$ cat config.mk
export PLATFORM = sky130hd
export DESIGN_NAME = ofifo_drain_ctrl_flat
export DESIGN_NICKNAME = d
export VERILOG_FILES = /design/src/rtl/ofifo_drain_ctrl_if.sv /design/src/rtl/ofifo_drain_ctrl.sv /design/src/flat_wrapper.sv
export SDC_FILE = /design/constraint.sdc
export NUM_CORES = 1
export LEC_CHECK = 0
export ABC_AREA = 1
export ABC_CLOCK_PERIOD_IN_PS = 3900
export CAP_MARGIN = 0
export CORE_UTILIZATION = 40
export DETAILED_ROUTE_END_ITERATION = 16
export PLACE_DENSITY = 0.77
export SLEW_MARGIN = 20
export SYNTH_ARGS = -nofsm -noshare
export SYNTH_HDL_FRONTEND = slang
export SYNTH_SLANG_ARGS = --single-unit
export TNS_END_PERCENT = 10
$ cat constraint.sdc
create_clock -name clk -period 3.9 [get_ports clk]
set_input_delay 0.78 -clock clk [delete_from_list [all_inputs] [get_ports clk]]
set_output_delay 0.78 -clock clk [all_outputs]
set_load 0.02 [all_outputs]
$ cat src/rtl/ofifo_drain_ctrl_if.sv
// Bus between the ofifo drain sequencer, the systolic-array output FIFO and the psum SRAM.
// master = drain controller, slave = ofifo/SRAM side.
interface ofifo_drain_ctrl_if #(
  parameter int col     = 8,
  parameter int psum_bw = 16,
  parameter int addr_w  = 11
);
  logic                     ofifo_valid;
  logic                     ofifo_full;
  logic [col*psum_bw-1:0]   ofifo_out;
  logic                     ofifo_rd;
  logic                     sram_cen_n;
  logic                     sram_wen_n;
  logic [addr_w-1:0]        sram_addr;
  logic [col*psum_bw-1:0]   sram_d;

  modport master (
    input  ofifo_valid, ofifo_full, ofifo_out,
    output ofifo_rd, sram_cen_n, sram_wen_n, sram_addr, sram_d
  );

  modport slave (
    output ofifo_valid, ofifo_full, ofifo_out,
    input  ofifo_rd, sram_cen_n, sram_wen_n, sram_addr, sram_d
  );
endinterface

$ cat src/rtl/ofifo_drain_ctrl.sv
// Drains ofifo rows into consecutive psum SRAM addresses after a start pulse, then pulses done.
// Optional OFIFO_DRAIN_PERF_EN adds a saturating stall_cnt output.
module ofifo_drain_ctrl #(
  parameter int col     = 8,
  parameter int psum_bw = 16,
  parameter int addr_w  = 11,
  parameter int cnt_w   = 8
) (
  input  logic              clk,
  input  logic              reset_n,
  input  logic              start,
  input  logic [cnt_w-1:0]  num_rows,
  input  logic [addr_w-1:0] base_addr,
  ofifo_drain_ctrl_if.master dbus,
  output logic              busy,
  output logic              done,
  output logic              err_full_idle
`ifdef OFIFO_DRAIN_PERF_EN
  ,
  output logic [15:0]       stall_cnt
`endif
);

  typedef enum logic [1:0] {IDLE, DRAIN, FLUSH, DONE} state_t;

  state_t                 state_q, state_d;
  logic [cnt_w-1:0]       remaining_q, remaining_d;
  logic [addr_w-1:0]      wr_ptr_q, wr_ptr_d;
  logic [addr_w-1:0]      addr_q, addr_d;
  logic [col*psum_bw-1:0] data_q, data_d;
  logic                   cen_n_q, cen_n_d;
  logic                   wen_n_q, wen_n_d;
  logic                   err_q, err_d;
  logic                   rd;
  logic                   accept;

  always_comb begin
    state_d     = state_q;
    remaining_d = remaining_q;
    wr_ptr_d    = wr_ptr_q;
    addr_d      = addr_q;
    data_d      = data_q;
    cen_n_d     = 1'b1;
    wen_n_d     = 1'b1;
    err_d       = err_q;
    accept      = (state_q == IDLE) && start;
    rd          = (state_q == DRAIN) && dbus.ofifo_valid && (remaining_q != '0);

    case (state_q)
      IDLE: begin
        if (accept) begin
          remaining_d = num_rows;
          wr_ptr_d    = base_addr;
          err_d       = 1'b0;
          state_d     = (num_rows == '0) ? DONE : DRAIN;
        end
      end
      DRAIN: begin
        // The registered strobes double as the write-pending flag for the next cycle.
        if (rd) begin
          data_d      = dbus.ofifo_out;
          remaining_d = remaining_q - cnt_w'(1);
          cen_n_d     = 1'b0;
          wen_n_d     = 1'b0;
          addr_d      = wr_ptr_q;
          wr_ptr_d    = wr_ptr_q + addr_w'(1);
          if (remaining_q == cnt_w'(1)) state_d = FLUSH;
        end
      end
      FLUSH:   state_d = DONE;
      DONE:    state_d = IDLE;
      default: state_d = IDLE;
    endcase

    // Setting has priority over the clear from an accepted start.
    if ((state_q == IDLE) && dbus.ofifo_full) err_d = 1'b1;
  end

  always_ff @(posedge clk or negedge reset_n) begin
    if (!reset_n) begin
      state_q     <= IDLE;
      remaining_q <= '0;
      wr_ptr_q    <= '0;
      addr_q      <= '0;
      data_q      <= '0;
      cen_n_q     <= 1'b1;
      wen_n_q     <= 1'b1;
      err_q       <= 1'b0;
    end else begin
      state_q     <= state_d;
      remaining_q <= remaining_d;
      wr_ptr_q    <= wr_ptr_d;
      addr_q      <= addr_d;
      data_q      <= data_d;
      cen_n_q     <= cen_n_d;
      wen_n_q     <= wen_n_d;
      err_q       <= err_d;
    end
  end

`ifdef OFIFO_DRAIN_PERF_EN
  logic [15:0] stall_q, stall_d;

  always_comb begin
    stall_d = stall_q;
    if (accept) begin
      stall_d = '0;
    end else if ((state_q == DRAIN) && !dbus.ofifo_valid && (remaining_q != '0)
                 && (stall_q != 16'hFFFF)) begin
      stall_d = stall_q + 16'd1;
    end
  end

  always_ff @(posedge clk or negedge reset_n) begin
    if (!reset_n) stall_q <= '0;
    else          stall_q <= stall_d;
  end

  assign stall_cnt = stall_q;
`endif

  assign dbus.ofifo_rd   = rd;
  assign dbus.sram_cen_n = cen_n_q;
  assign dbus.sram_wen_n = wen_n_q;
  assign dbus.sram_addr  = addr_q;
  assign dbus.sram_d     = data_q;
  assign busy            = (state_q == DRAIN) || (state_q == FLUSH);
  assign done            = (state_q == DONE);
  assign err_full_idle   = err_q;

endmodule

$ cat src/flat_wrapper.sv
// flat-port wrapper written by rule: the top's interface ports become plain ports
module ofifo_drain_ctrl_flat 
#(
  parameter int col     = 8,
  parameter int psum_bw = 16,
  parameter int addr_w  = 11,
  parameter int cnt_w   = 8
)
  (clk, reset_n, start, num_rows, base_addr, busy, done, err_full_idle, dbus_ofifo_valid, dbus_ofifo_full, dbus_ofifo_out, dbus_ofifo_rd, dbus_sram_cen_n, dbus_sram_wen_n, dbus_sram_addr, dbus_sram_d);
  ofifo_drain_ctrl_if #(.col(col), .psum_bw(psum_bw), .addr_w(addr_w)) dbus_i ();
  input  logic clk;
  input  logic reset_n;
  input  logic start;
  input  logic [cnt_w-1:0] num_rows;
  input  logic [addr_w-1:0] base_addr;
  output logic busy;
  output logic done;
  output logic err_full_idle;
  input wire logic [$bits(dbus_i.ofifo_valid)-1:0] dbus_ofifo_valid;
  input wire logic [$bits(dbus_i.ofifo_full)-1:0] dbus_ofifo_full;
  input wire logic [$bits(dbus_i.ofifo_out)-1:0] dbus_ofifo_out;
  output wire logic [$bits(dbus_i.ofifo_rd)-1:0] dbus_ofifo_rd;
  output wire logic [$bits(dbus_i.sram_cen_n)-1:0] dbus_sram_cen_n;
  output wire logic [$bits(dbus_i.sram_wen_n)-1:0] dbus_sram_wen_n;
  output wire logic [$bits(dbus_i.sram_addr)-1:0] dbus_sram_addr;
  output wire logic [$bits(dbus_i.sram_d)-1:0] dbus_sram_d;
  assign dbus_i.ofifo_valid = dbus_ofifo_valid;
  assign dbus_i.ofifo_full = dbus_ofifo_full;
  assign dbus_i.ofifo_out = dbus_ofifo_out;
  assign dbus_ofifo_rd = dbus_i.ofifo_rd;
  assign dbus_sram_cen_n = dbus_i.sram_cen_n;
  assign dbus_sram_wen_n = dbus_i.sram_wen_n;
  assign dbus_sram_addr = dbus_i.sram_addr;
  assign dbus_sram_d = dbus_i.sram_d;
  ofifo_drain_ctrl #(.col(col), .psum_bw(psum_bw), .addr_w(addr_w), .cnt_w(cnt_w)) u_core (.clk(clk), .reset_n(reset_n), .start(start), .num_rows(num_rows), .base_addr(base_addr), .dbus(dbus_i), .busy(busy), .done(done), .err_full_idle(err_full_idle));
endmodule
==> impl_metrics.env <==
export IMPL_outcome="finished, final reports clean"
export IMPL_synth_top_family_by_area="simple AND/OR/NAND/NOR gates"
export IMPL_totalWireLength_mm=19.3
export IMPL_tightest_slew_ps=794
export IMPL_synth_simple_area_share=0.318
export IMPL_wl_per_cell_um=14.3
export IMPL_num_vias=6237
export IMPL_place_ws_ps=791
export IMPL_mostFrequentLayoutCell="nand2_1"
export IMPL_chipWidth_um=132
export IMPL_synth_seq_cells=162
export IMPL_hpwl_mm=13.6
export IMPL_nNetsFinal=1273
export IMPL_die_area_um2=17600
export IMPL_setup_violations_final=0
export IMPL_htreeDepth=4
export IMPL_endpoint_kind="output pin"
export IMPL_path_max_fanout=2
export IMPL_gr_total_overflow=0
export IMPL_clkSinkCount=162
export IMPL_drtIter0Drc=309
export IMPL_fin_crit_ps=2890
export IMPL_crit_type="input port to output pin"
export IMPL_fin_crit_sh=0.742
export IMPL_syn_area_per_cell_um2=8.24
export IMPL_cts_tree="done"
export IMPL_tns_ps=0
export IMPL_gp_congestion=0.808
export IMPL_drt_pass1_iter_count=4
export IMPL_ctsResizeCount=0
export IMPL_drive_above_1_share=0.0427
export IMPL_synth_compound_gate_area_share=0.0244
export IMPL_ant_nets=0
export IMPL_arrival_ps=2110
export IMPL_start_util=0.411
export IMPL_seq_area_frac_synth=0.595
export IMPL_placedCellCount=1313
export IMPL_cts_root_buf="clkbuf_16"
export IMPL_first_global_vias=5967
export IMPL_muxShareOfSynthArea=0.00441
export IMPL_syn_num_nets=987
export IMPL_relSlewSlack=0.471
export IMPL_final_core_util=0.635
export IMPL_core_area_um2=16600
export IMPL_finClkSkew_ps=15.0
export IMPL_post_cts_setup_buffer_count=0
export IMPL_fillers=1447
export IMPL_cts_made_buffers=17
export IMPL_grt_pass1_wl_mm=31.0
export IMPL_hold_class="input port to async pin"
export IMPL_grt_use_total=0.223
export IMPL_grt_max_degree=85
export IMPL_final_cell_mix="508 x nand2_1, 295 x clkdlybuf4s50_1, 161 x dfrtp_1, 27 x nand3_1"
export IMPL_num_antenna_cells=0
export IMPL_max_freq_mhz=346
export IMPL_critPathRequiredTime_ps=3120
export IMPL_hold_viol=0
export IMPL_antenna_found_initial=0
export IMPL_clk_pin_slew_ps=70
export IMPL_start_kind="input port"
export IMPL_yosys_warnings=0
export IMPL_synth_cell_type_count=27
export IMPL_clk_path_buf_depth=2
export IMPL_clkLatencyLatePin_ps=420
export IMPL_setup_slack_ps=1010
export IMPL_vias_per_cell=4.64
export IMPL_stdcell_count=1345
export IMPL_netlist_area_um2=6810
export IMPL_drv_cap=0
export IMPL_synth_fa_ha_area_frac=0.0165
export IMPL_syn_inst=826
export IMPL_vdd_drop_max_uv=733
export IMPL_drc_errors=0
export IMPL_pwr_density_cell_nw_per_um2=855
export IMPL_pin_count=297
export IMPL_ctsHoldBuffers=0
export IMPL_rsz0062_at_grt="no"
export IMPL_rows=47
export IMPL_syn_to_final_growth_pct=54.7
export IMPL_p_leak_uw=0.00521
export IMPL_synthXorXnorAreaFrac=0.00129
export IMPL_die_y_um=132
export IMPL_slew_violations=0
export IMPL_io_buffers=296
==> sequential cells by signal, summed over array words and instances (netlist names) <==
name,cells
u_core.dbus.sram_addr,11
u_core.dbus.sram_cen_n,1
u_core.dbus.sram_d,128
u_core.err_full_idle,1
u_core.remaining_q,8
u_core.state_q,2
u_core.wr_ptr_q,11
==> final timing paths <==
kind | from | cells past startpoint | slack (ps) | endpoint
setup / recovery | dbus_ofifo_valid | 6 | 1010 | dbus_ofifo_rd
min in group clk | u_core.dbus.sram_d[39]$_DFFE_PN0P_ | 2 | 480 | u_core.dbus.sram_d[39]$_DFFE_PN0P_
hold / removal | reset_n | 1 | 350 | u_core.wr_ptr_q[1]$_DFFE_PN0P_
setup reg to reg | u_core.remaining_q[0]$_DFFE_PN0P_ | 8 | 1120 | u_core.dbus.sram_d[26]$_DFFE_PN0P_
hold reg to reg | u_core.dbus.sram_d[39]$_DFFE_PN0P_ | 2 | 480 | u_core.dbus.sram_d[39]$_DFFE_PN0P_
max in group asynchronous | reset_n | 2 | 2510 | u_core.dbus.sram_d[112]$_DFFE_PN0P_
==> cell usage after synthesis <==
cell | instances | share of area
ha_1 | 9 | 0.017
o21a_1 | 1 | 0.0011
a21oi_1 | 1 | 0.00073
nor2_4 | 1 | 0.0017
nand2_1 | 508 | 0.28
dfstp_2 | 1 | 0.0039
nand3_2 | 1 | 0.0015
clkbuf_1 | 10 | 0.0055
a32o_1 | 1 | 0.0015
mux2i_1 | 3 | 0.0044
nand4_1 | 3 | 0.0028
buf_2 | 25 | 0.018
or2_2 | 1 | 0.00092
nor2_1 | 17 | 0.0094
o21ai_1 | 1 | 0.00073
nor2_2 | 1 | 0.00092
dfrtp_1 | 161 | 0.59
o21bai_1 | 1 | 0.0011
xor2_1 | 1 | 0.0013
inv_2 | 1 | 0.00055
o21ai_0 | 23 | 0.017
nand3b_1 | 1 | 0.0011
o21ai_4 | 1 | 0.0024
inv_1 | 23 | 0.013
clkinv_1 | 1 | 0.00055
nand3_1 | 27 | 0.020
buf_4 | 2 | 0.0022
==> layout make-up <==
cell class	count	area, um2	share of cell area
repair buffers	304	3020	0.287
flip-flops and latches	162	4060	0.385
multi-input cells	602	2480	0.236
clock inverters	13	148	0.0140
clock buffers	19	453	0.0430
inverters	25	96.3	0.00914
well taps	220	275	0.0261
==> critical path: stages <==
cell and delay (ps):
clkdlybuf4s50_1 450, nand2_1 50, inv_1 80, o21ai_4 70, inv_4 50, clkdlybuf4s50_1 620
==> metal layers <==
layer / vias to the layer above / wire length [um] / track usage
li1: 3101 / - / -
met1: 2915 / 8640 / 0.296
met2: 204 / 9360 / 0.367
met3: 17 / 1040 / 0.0494
met4: 0 / 225 / 0.0683
met5: - / 0 / 0
==> cells by family (layout without fill, tap and decap cells) <==
| family | count (synthesis) | count (layout) |
|---|---|---|
| compound gates | 29 | 29 |
| xor+xnor | 1 | 1 |
| fa+ha+maj | 9 | 9 |
| buf+inv | 62 | 361 |
| flops | 162 | 162 |
| mux | 3 | 3 |
| simple gates | 560 | 560 |
==> through the flow <==
step / instance area [um2] / power, uW / hold WS, ps
2_1_floorplan: 6810 / 5320 / 471
5_1_grt: 10500 / 9610 / 441
4_1_cts: 10500 / 9090 / 436
3_3_place_gp: 9930 / 7260 / 461
6_report: 10500 / 9010 / 350
3_5_place_dp: 9930 / 7360 / 464
==> power breakdown <==
part           switching, uW  internal (uW)  leakage (uW)
clock network            708            990      0.000289
registers                494           2470       0.00202
logic                   2460           1890       0.00290
(Power assumes the default switching activity.)
